==> config.mk <==
export PLATFORM = sky130hd
export DESIGN_NAME = mod_counter
export DESIGN_NICKNAME = d
export VERILOG_FILES = /design/src/rtl/counter_pkg.sv /design/src/rtl/counter_prescaler.sv /design/src/rtl/mod_counter.sv
export SDC_FILE = /design/constraint.sdc
export NUM_CORES = 1
export LEC_CHECK = 0
export ABC_AREA = 1
export BUFFER_PORTS_ARGS = -buffer_cell sky130_fd_sc_hd__buf_2
export CORE_AREA = 5 5 42 44
export DETAILED_ROUTE_END_ITERATION = 10
export DIE_AREA = 0 0 47 49
export PLACE_DENSITY = 0.66
export SETUP_SLACK_MARGIN = 0.2
export SLEW_MARGIN = 20
export SYNTH_ARGS = -nofsm -noshare
export SYNTH_HDL_FRONTEND = slang
export SYNTH_SLANG_ARGS = --single-unit
==> constraint.sdc <==
create_clock -name clk -period 3.35 [get_ports clk]
set_input_delay 0.67 -clock clk [delete_from_list [all_inputs] [get_ports clk]]
set_output_delay 0.67 -clock clk [all_outputs]
set_load 0.1 [all_outputs]
==> src/rtl/counter_pkg.sv <==
// Shared constants and sizing helper for the generic mod_counter family.
package counter_pkg;

  localparam logic DIR_DOWN = 1'b0;
  localparam logic DIR_UP   = 1'b1;

  localparam int MODE_WRAP = 0;
  localparam int MODE_SAT  = 1;

  // Ceiling log2; returns 0 for values of 0 or 1.
  function automatic int clog2(input longint unsigned v);
    longint unsigned x;
    int r;
    x = 1;
    r = 0;
    while (x < v) begin
      x = x << 1;
      r++;
    end
    return r;
  endfunction

endpackage

==> src/rtl/counter_prescaler.sv <==
// Enable divider: tick on every PRESCALE-th enabled cycle, combinational from the phase register.
// No backpressure; clr (load) and reset return the phase to 0 on the next edge.
module counter_prescaler
  import counter_pkg::*;
#(
  parameter int unsigned PRESCALE = 1
) (
  input  logic clk,
  input  logic reset_n,
  input  logic en,
  input  logic clr,
  output logic tick
);

  localparam int PS_W = (clog2(PRESCALE) < 1) ? 1 : clog2(PRESCALE);
  localparam logic [PS_W-1:0] PS_LAST = PS_W'(PRESCALE - 1);

  logic [PS_W-1:0] phase_q;
  logic [PS_W-1:0] phase_d;

  assign tick = en && (phase_q == PS_LAST);

  always_comb begin
    phase_d = phase_q;
    if (clr) begin
      phase_d = '0;
    end else if (en) begin
      phase_d = tick ? '0 : phase_q + PS_W'(1);
    end
  end

  always_ff @(posedge clk) begin
    if (!reset_n) begin
      phase_q <= '0;
    end else begin
      phase_q <= phase_d;
    end
  end

endmodule

==> src/rtl/mod_counter.sv <==
// Generic up/down modulo counter with load, wrap/saturate, tc, wrap pulse and sticky ovf; optional COUNTER_PRESCALE_EN divider.
// Count updates one edge after an enabled step; no backpressure, en qualifies every cycle.
module mod_counter
  import counter_pkg::*;
#(
  parameter int unsigned     WIDTH    = 4,
  parameter longint unsigned MODULUS  = 16,
  parameter int              SATURATE = 0,
  parameter int unsigned     PRESCALE = 1
) (
  input  logic             clk,
  input  logic             reset_n,
  input  logic             en,
  input  logic             up_dn,
  input  logic             load,
  input  logic [WIDTH-1:0] load_val,
  input  logic             clr_ovf,
  output logic [WIDTH-1:0] count,
  output logic             tc,
  output logic             wrap,
  output logic             ovf
);

  if (WIDTH < 1 || WIDTH > 32 || MODULUS < 2 || MODULUS > (64'd1 << WIDTH) ||
      (SATURATE != MODE_WRAP && SATURATE != MODE_SAT) ||
      PRESCALE < 1 || PRESCALE > 65535) begin : g_bad_params
    $error("mod_counter: illegal parameter combination");
  end

  localparam logic [WIDTH-1:0] MAX_VAL = WIDTH'(MODULUS - 1);

  logic [WIDTH-1:0] count_q, count_d;
  logic             wrap_q, wrap_d;
  logic             ovf_q, ovf_d;
  logic             step;
  logic             boundary;

`ifdef COUNTER_PRESCALE_EN
  counter_prescaler #(
    .PRESCALE(PRESCALE)
  ) u_prescaler (
    .clk    (clk),
    .reset_n(reset_n),
    .en     (en),
    .clr    (load),
    .tick   (step)
  );
`else
  assign step = en;
`endif

  assign boundary = (up_dn == DIR_UP) ? (count_q == MAX_VAL) : (count_q == '0);
  assign tc       = step && !load && boundary;

  assign count = count_q;
  assign wrap  = wrap_q;
  assign ovf   = ovf_q;

  // Next values are picked explicitly so a non-power-of-2 MODULUS never relies on WIDTH rollover.
  always_comb begin
    count_d = count_q;
    wrap_d  = 1'b0;
    ovf_d   = ovf_q && !clr_ovf;
    if (load) begin
      count_d = (load_val > MAX_VAL) ? MAX_VAL : load_val;
    end else if (step) begin
      if (boundary) begin
        wrap_d = 1'b1;
        ovf_d  = 1'b1;
        if (SATURATE != MODE_SAT) begin
          count_d = (up_dn == DIR_UP) ? '0 : MAX_VAL;
        end
      end else begin
        count_d = (up_dn == DIR_UP) ? count_q + WIDTH'(1) : count_q - WIDTH'(1);
      end
    end
  end

  always_ff @(posedge clk) begin
    if (!reset_n) begin
      count_q <= '0;
      wrap_q  <= 1'b0;
      ovf_q   <= 1'b0;
    end else begin
      count_q <= count_d;
      wrap_q  <= wrap_d;
      ovf_q   <= ovf_d;
    end
  end

endmodule

==> reports/results.tsv, run 1 <==
stage	metric	value	unit
placement	GPL Wtd Cong	0.734	
outcome	outcome	completed	
clock_tree	CTS sink cnt	6	
die	Die Area	2300	sq um
synthesis	Yosys cell types	20	
power	VDD IR max	0.178	mV
critical_path	critical path data required time	2.68	ns
clock_tree	CTS Buf Count	3	
timing	setup ws final	1.01	ns
timing	FMAX	427	MHz
clock_tree	CTS resizes	0	
global_route	gr ovfl total	0	
cells_and_area	layout net count	94	
power	Pwr Density	447	nW/um^2
synthesis	area fraction of the dominant cell type after synthesis	0.279	
timing	Slew Viols, Final	0	
critical_path	critical path class	primary input to output pin	
clock_tree	CTS tree	built	
global_route	Total GRT Usage	0.0944	
synthesis	Synth area leaders	dfxtp_1 (28%), nand2_1 (14%), inv_1 (6.1%), ha_1 (5.8%), fa_1 (4.7%)	
detailed_routing	via/cell ratio	4.71	
clock_tree	htree depth	1	
placement	Placement Cell Area	531	sq um
cells_and_area	ANT cells	0	
synthesis	Mapped Nets	73	
synthesis	Yosys reg bits	6	
die	Boundary Pins	17	
synthesis	Adder-Cell Fraction of Synth Area	0.105	
detailed_routing	Via Count	447	
timing	crit path time final	2.34	ns
critical_path	CP Capture Type	output pin	
cells_and_area	# fillers	150	
cells_and_area	layout cell share with drive strength beyond 1	0.367	
detailed_routing	wire per inst	10.5	microns
synthesis	Synth Area in Simple Gates	0.337	
cells_and_area	fin cells	95	
clock_tree	Hold-fix buffers, CTS	0	
hold_path	Hold Path Class	register to register	
timing	final setup fails	0	
synthesis	ys async rst share	0	
critical_path	worst-path maximum fanout	6	
synthesis	largest family of logic cells by synthesized area	simple AND/OR/NAND/NOR gates	
synthesis	XOR/XNOR Fraction of Synth Area	0.0203	
placement	DP Cell Count	92	
timing	TNS Setup	0	ns
synthesis	Yosys warnings	0	
critical_path	Data arrival, critical path	1.67	ns
detailed_routing	1st-iter DRT viols	8	
clock_tree	clk_lat worst skew	0.25	ns
synthesis	EDFF count, synth	0	
power	Static Leakage	0.304	nW
clock_tree	root buffer cell	clkbuf_4	
placement	DP HPWL	805	microns
clock_tree	Worst-path clk slew	0.05	ns
timing	RSZ-0062 raised after global routing	no	
timing	Final Hold Fails	0	
placement	setup slack at placement	1.00	ns
cells_and_area	Area growth syn-to-layout	28.5	%
die	Initial Util	0.307	
timing	Worst Skew	0.00488	ns
synthesis	most frequent cell after synthesis	nand2_1	
job	Max-Cap Viols	0	
timing	max_slew headroom	0.677	
timing	Final Cycle Share	0.699	
global_route	largest net degree at the start of global routing	8	
global_route	first-pass GRT wire length	1590	microns
synthesis	synthesized area per cell	7.17	sq um
clock_tree	deepest clock path buffer count	2	
die	Die Ht	49	microns
synthesis	Main synth FF type	dfxtp_1	
critical_path	CP Launch Type	primary input	
die	row count	14	
power	Total Power	0.247	mW
global_route	initial antenna violation count	0	
synthesis	register area share after synthesis	0.279	
die	die width	47	microns
clock_tree	setup bufs post-CTS	0	
global_route	vias in the first global route	414	
synthesis	Post-Syn Area	430	sq um
synthesis	most frequent cells after synthesis	nand2_1 (16), inv_1 (7), dfxtp_1 (6), nor2_1 (5)	
synthesis	Synth area leader	dfxtp_1	
timing	Worst-Margin Slew	0.488	ns
hold_path	Hold Path Depth	2	
detailed_routing	post-route ant nets	0	
synthesis	Compound-Gate Fraction of Synth Area	0.180	
synthesis	Gate Count Post-Synth	60	
detailed_routing	final wirelength	993	microns
detailed_routing	drc violations	0	
cells_and_area	final core utilization	0.395	
die	core outline area	1400	sq um
timing	final hold slack	0.469	ns
placement	port buffer count	16	
synthesis	post-synthesis mux area share	0	
cells_and_area	design area	553	sq um
detailed_routing	DRT Pass-1 Iters	4	
critical_path	worst reg2reg path depth	8	
==> registers in the layout, indices dropped and copies added, names as in the netlist <==
register,flops
count,4
ovf,1
wrap,1
==> power breakdown <==
part / internal [mW] / leakage (nW) / switching (mW)
combinational: 0.0254 / 0.241 / 0.0692
clock: 0.0406 / 0.0138 / 0.0278
sequential: 0.0767 / 0.0494 / 0.00770
==> worst paths after layout <==
check,from,end,slack (ns)
min reg2reg,ovf,ovf,0.47
max,up_dn,tc,1.01
min,ovf,ovf,0.47
max reg2reg,count[2],count[3],1.95
==> cells in the final DEF, fill, tap and decap left out, drive strengths merged <==
cell / count
inv: 9
nand2: 18
dfxtp: 6
a21oi: 5
ha: 2
o21ai: 2
xor2: 1
o221ai: 1
buf: 16
nor2: 6
fa: 1
a22oi: 2
or2: 2
nand3: 5
clkbuf: 3
==> cell families after synthesis <==
group	Yosys count
adder cells (fa/ha/maj)	3
AND/OR/NAND/NOR	31
AO/OA/AOI/OAI	10
flip-flops	6
XOR/XNOR	1
buffers and inverters	9
==> critical path, stage by stage <==
cell and delay, ns:
buf_2 0.09, inv_2 0.07, nor2_2 0.11, nand3_2 0.12, a21oi_4 0.16, buf_2 0.44
==> cell type report <==
cell class,count,area (sq um),area share
clock buffer,3,22.5,0.0407
inverter,9,33.8,0.0611
multi-input combinational,45,277,0.500
sequential,6,120,0.217
tap,16,20.0,0.0362
timing repair buffer,16,80.1,0.145
==> metal layers <==
metal	GRT usage	wire (microns)	vias up
li1	-	-	232
met1	0.117	413	193
met2	0.133	466	17
met3	0.0258	76	5
met4	0.0691	36	0
met5	0	0	-
Power figures use the tool's default switching activity.
==> run 2: changes to the inputs <==
PLACE_DENSITY = 0.68   (was 0.66)
clock period = 2.05 ns   (was 3.35 ns; I/O delays follow)
==> run 2 against run 1 <==
  * Total power grew 63%
  * Critical path depth shrank 1
  * Cell count is the same
  * Final area grew 5.4%
  * Critical endpoint unchanged
  * Sequential power grew 65%
  * Global-route usage grew 0.65 points
  * Flip-flop and latch count is the same
  * Die area is the same
  * Non-clock buffer count is the same
==> reports/results.tsv, run 2 (synthesized netlist as in run 1, its figures left out) <==
stage	metric	value	unit	change
critical_path	critical path data required time	1.64	ns	-1.04 ns
timing	crit path time final	1.71	ns	
clock_tree	deepest clock path buffer count	2		unchanged
critical_path	CP Capture Type	output pin		
clock_tree	htree depth	1		unchanged
cells_and_area	ANT cells	0		unchanged
detailed_routing	via/cell ratio	4.71		unchanged
global_route	largest net degree at the start of global routing	8		unchanged
timing	max_slew headroom	0.675		-0.00182
critical_path	CP bufs+invs	1		-2
global_route	gr ovfl total	0		unchanged
cells_and_area	layout cell share with drive strength beyond 1	0.418		+0.0506
power	Static Leakage	0.309	nW	+1.7%
cells_and_area	Area growth syn-to-layout	35.5	%	
die	Die Ht	49	microns	unchanged
critical_path	CP Launch Type	register		
global_route	first-pass GRT wire length	1690	microns	+6.5%
die	Initial Util	0.307		unchanged
critical_path	Cell Chain, Critical Path	nand2_2 -> nor2_2 -> nand3_2 -> a21oi_4 -> buf_12		
job	Max-Cap Viols	0		unchanged
cells_and_area	most frequent cells in the layout	nand2_1 (16), buf_2 (15), inv_1 (7)		
timing	Slew Viols, Final	0		unchanged
cells_and_area	commonest non-fill, non-tap cell in the layout	nand2_1		
placement	Placement Cell Area	561	sq um	+5.7%
timing	Final Hold Fails	0		unchanged
timing	RSZ-0062 raised after global routing	no		
detailed_routing	1st-iter DRT viols	4		-4
detailed_routing	Via Count	447		unchanged
critical_path	critical path class	register to output pin		
critical_path	Data arrival, critical path	1.30	ns	-0.37 ns
timing	FMAX	583	MHz	
timing	Worst-Margin Slew	0.491	ns	+0.00274 ns
die	Boundary Pins	17		unchanged
clock_tree	Worst-path clk slew	0.04	ns	about the same
power	VDD IR max	0.417	mV	+130%
detailed_routing	wire per inst	10.4	microns	-0.40%
placement	GPL Wtd Cong	0.788		+7.5%
critical_path	delay-heaviest family, CP	flip-flops		
cells_and_area	# fillers	157		+4.7%
clock_tree	Hold-fix buffers, CTS	0		unchanged
outcome	outcome	completed		
cells_and_area	design area	583	sq um	+5.4%
cells_and_area	layout net count	94		unchanged
detailed_routing	post-route ant nets	0		unchanged
global_route	initial antenna violation count	0		unchanged
clock_tree	setup bufs post-CTS	0		unchanged
die	Die Area	2300	sq um	unchanged
clock_tree	root buffer cell	clkbuf_4		
critical_path	max incr delay on CP	0.38	ns	-0.06 ns
global_route	vias in the first global route	419		+1.2%
hold_path	Hold Path Class	primary input to register		
clock_tree	CTS tree	built		
clock_tree	CTS resizes	0		unchanged
die	row count	14		unchanged
placement	DP Cell Count	92		unchanged
detailed_routing	DRT Pass-1 Iters	2		-2
clock_tree	CTS sink cnt	6		unchanged
timing	final setup fails	0		unchanged
clock_tree	clk_lat worst skew	0.24	ns	about the same
critical_path	worst-path maximum fanout	6		unchanged
clock_tree	CTS Buf Count	3		unchanged
power	Pwr Density	691	nW/um^2	+54%
die	die width	47	microns	unchanged
global_route	Total GRT Usage	0.101		+0.00648
cells_and_area	fin cells	95		unchanged
die	core outline area	1400	sq um	unchanged
cells_and_area	max reg flops	4		unchanged
placement	DP HPWL	849	microns	+5.4%
timing	TNS Setup	0	ns	unchanged
timing	Final Cycle Share	0.836		
critical_path	CP max stage cell	dfxtp_4		
placement	port buffer count	16		unchanged
timing	Worst Skew	0.000840	ns	-0.00404 ns
timing	final hold slack	0.348	ns	-0.121 ns
detailed_routing	drc violations	0		unchanged
detailed_routing	final wirelength	989	microns	-0.40%
-- run 2: cell count changes in the layout (fill, tap and decap cells not counted) --
cell and delta:
buf_12 +1, dfxtp_1 -4, dfxtp_4 +4, buf_2 -1
-- run 2: routing by layer --
layer | up-vias | share of wire | track usage
met4 | 0 | 0.025 | 0.0691
met2 | 14 | 0.49 | 0.154
li1 | 235 | - | -
met1 | 195 | 0.44 | 0.117
met5 | - | 0 | 0
met3 | 3 | 0.049 | 0.0258
-- run 2: metrics by stage --
step,setup WS [ns],utilization,power [mW]
6_report,0.335,0.416,0.403
4_1_cts,0.324,0.416,0.408
5_1_grt,0.242,0.416,0.432
2_1_floorplan,0.181,-,0.262
3_3_place_gp,0.423,0.400,0.296
3_5_place_dp,0.413,0.400,0.299
-- run 2: layout make-up --
class	instances	area, sq um	share of cell area
clock buffer	3	22.5	0.0386
inverter	9	33.8	0.0579
multi-input combinational	45	277	0.474
sequential	6	135	0.232
tap	16	20.0	0.0343
timing repair buffer	16	95.1	0.163
-- run 2: worst reg2reg max path, delay by kind of cell (launching register included) --
family	cells	cell delay [ns]
AO/OA/AOI/OAI	1	0.10
adder cells (fa/ha/maj)	1	0.30
flip-flops	1	0.35
AND/OR/NAND/NOR	5	0.52
-- run 2: where the power goes --
group | switching (mW) | internal (mW) | leakage (nW)
Clock | 0.0414 | 0.0661 | 0.0138
Combinational | 0.113 | 0.0439 | 0.243
Sequential | 0.0130 | 0.126 | 0.0518
-- run 2: final timing paths --
path	from	to	slack [ns]	cells past startpoint
setup / recovery	count[1]	tc	0.34	5
hold / removal	clr_ovf	ovf	0.35	2
setup reg to reg	count[2]	count[3]	0.72	7
hold reg to reg	ovf	ovf	0.47	2
==> run 3: changes to the inputs <==
PLACE_DENSITY = 0.66   (was 0.68)
clock period = 1.6 ns   (was 2.05 ns; I/O delays follow)
==> run 3 against run 2 <==
  * Routed wire length increased by 7.4%
  * Total power increased by 35%
  * Cell count rose by 6.3%
  * Register-to-register slack worse by 0.52 ns
  * Setup slack got worse by 0.29 ns
  * Sequential power up 28%
  * Clock power up 30%
  * Utilization rose by 5.7 points
  * Global-route usage is 0.48 points higher
  * Final area rose by 14%
  * Hold slack worse by 0.095 ns
  * First-iteration DRC count down 25%
  * Critical path type unchanged
  * Critical endpoint unchanged
  * Largest power group unchanged
==> reports/results.tsv, run 3 (synthesized netlist as in run 1, its figures left out) <==
stage	metric	value	unit	change
global_route	GRT met2 Usage	0.154		unchanged
timing	Slew Viols, Final	0		unchanged
critical_path	critical path data required time	1.28	ns	-0.36 ns
timing	final setup fails	0		unchanged
placement	port buffer count	16		unchanged
die	row count	14		unchanged
timing	max_slew headroom	0.676		+0.000830
critical_path	CP Capture Type	output pin		
timing	Final Cycle Share	0.971		
placement	setup slack at placement	0.110	ns	-0.302 ns
cells_and_area	layout net count	100		+6.4%
die	Boundary Pins	17		unchanged
detailed_routing	final wirelength	1060	microns	+7.4%
detailed_routing	drc violations	0		unchanged
placement	GPL Wtd Cong	0.771		-2.2%
global_route	M1 GR Usage	0.139		+0.0215
detailed_routing	Via Count	483		+8.1%
detailed_routing	1st-iter DRT viols	3		-1
critical_path	worst-path maximum fanout	5		-1
critical_path	CP Launch Type	register		
power	VDD IR max	0.332	mV	-20%
cells_and_area	final core utilization	0.473		+0.0571
timing	Final Hold Fails	0		unchanged
clock_tree	root buffer cell	clkbuf_4		
global_route	met3 Resource Use GR	0.0258		unchanged
clock_tree	clk_lat worst skew	0.24	ns	about the same
cells_and_area	commonest non-fill, non-tap cell in the layout	nand2_1		
timing	FMAX	644	MHz	
critical_path	critical path class	register to output pin		
clock_tree	CTS tree	built		
placement	DP Cell Count	92		unchanged
cells_and_area	layout cell share with drive strength beyond 1	0.518		+0.0999
power	Pwr Density	819	nW/um^2	+19%
global_route	gr ovfl total	0		unchanged
timing	Worst-Margin Slew	0.489	ns	-0.00125 ns
global_route	layer with the highest usage	met2		
clock_tree	Worst-path clk slew	0.05	ns	about the same
die	Initial Util	0.307		unchanged
cells_and_area	max reg flops	4		unchanged
global_route	vias in the first global route	449		+7.2%
hold_path	Hold Path Class	primary input to register		
die	core outline area	1400	sq um	unchanged
cells_and_area	fin cells	101		+6.3%
cells_and_area	Area growth syn-to-layout	54.1	%	
timing	setup ws final	0.0465	ns	-0.289 ns
die	Die Ht	49	microns	unchanged
clock_tree	CTS Buf Count	3		unchanged
global_route	largest net degree at the start of global routing	7		-1
global_route	initial antenna violation count	0		unchanged
timing	crit path time final	1.55	ns	
die	Die Area	2300	sq um	unchanged
clock_tree	htree depth	1		unchanged
global_route	Total GRT Usage	0.106		+0.00479
cells_and_area	ANT cells	0		unchanged
die	die width	47	microns	unchanged
detailed_routing	via/cell ratio	4.78		+1.6%
timing	RSZ-0062 raised after global routing	yes		
clock_tree	CTS sink cnt	6		unchanged
detailed_routing	DRT Pass-1 Iters	3		+1
detailed_routing	wire per inst	10.5	microns	+1.0%
global_route	first-pass GRT wire length	1790	microns	+6.2%
power	Static Leakage	0.339	nW	+9.6%
detailed_routing	post-route ant nets	0		unchanged
timing	Worst Skew	0.00681	ns	+0.00597 ns
placement	DP HPWL	838	microns	-1.4%
outcome	outcome	completed		
job	Max-Cap Viols	0		unchanged
cells_and_area	most frequent cells in the layout	nand2_1 (15), buf_2 (12), inv_1 (7), buf_4 (7), clkbuf_4 (5)		
cells_and_area	# fillers	152		-3.2%
clock_tree	deepest clock path buffer count	2		unchanged
critical_path	Data arrival, critical path	1.23	ns	-0.07 ns
-- run 3: changes by cell type in the layout (fill, tap and decap cells not counted), moves of 2 or more --
cell,previous run,this run
buf_2,15,12
clkbuf_4,3,5
nor2_1,5,3
buf_4,0,7
-- run 3: power breakdown --
part	leakage, nW	total, mW	switching, mW	internal (mW)
logic	0.273	0.226	0.151	0.0746
clock network	0.0138	0.139	0.0542	0.0848
registers	0.0518	0.178	0.0174	0.161
-- run 3: routing by layer --
layer,vias to the layer above,wire length (microns)
met5,-,0
met4,0,14
met3,4,75
met2,17,485
met1,215,486
li1,247,-
-- run 3: through the flow --
| stage | hold WS, ns | setup TNS, ns | cell area (sq um) | total power, mW |
|---|---|---|---|---|
| floorplan | 0.406 | -0.381 | 458 | 0.339 |
| global placement | 0.454 | 0 | 573 | 0.382 |
| detailed placement | 0.457 | 0 | 573 | 0.385 |
| CTS | 0.244 | 0 | 651 | 0.548 |
| global route | 0.250 | -0.0271 | 663 | 0.579 |
| finish | 0.253 | 0 | 663 | 0.543 |
-- run 3: repair_timing --
item	4_1_cts	5_1_grt
endpoints found under the setup margin	1	6
gates resized for setup	3	6
pin swaps	2	4
setup buffers	6	0
hold buffers	0	0
-- run 3: path summary, 6_finish.rpt --
kind,to,slack [ns],startpoint,depth (start not counted)
worst max-delay path,tc,0.05,count[0],5
worst min-delay path,ovf,0.25,clr_ovf,2
worst max register to register,count[2],0.20,count[0],7
worst min register to register,ovf,0.47,ovf,2
-- run 3: final cells by class --
class,count,area (sq um),area share
multi-input combinational,45,304,0.458
timing repair buffer,22,148,0.223
sequential,6,135,0.204
inverter,9,33.8,0.0509
clock buffer,3,22.5,0.0340
tap,16,20.0,0.0302
-- run 3: worst max-delay path, cell delays in order, from the launching register on --
cell and delay (ns):
dfxtp_4 0.38, nand2_2 0.05, nor2_2 0.09, nand3_2 0.11, a21oi_4 0.18, buf_12 0.19
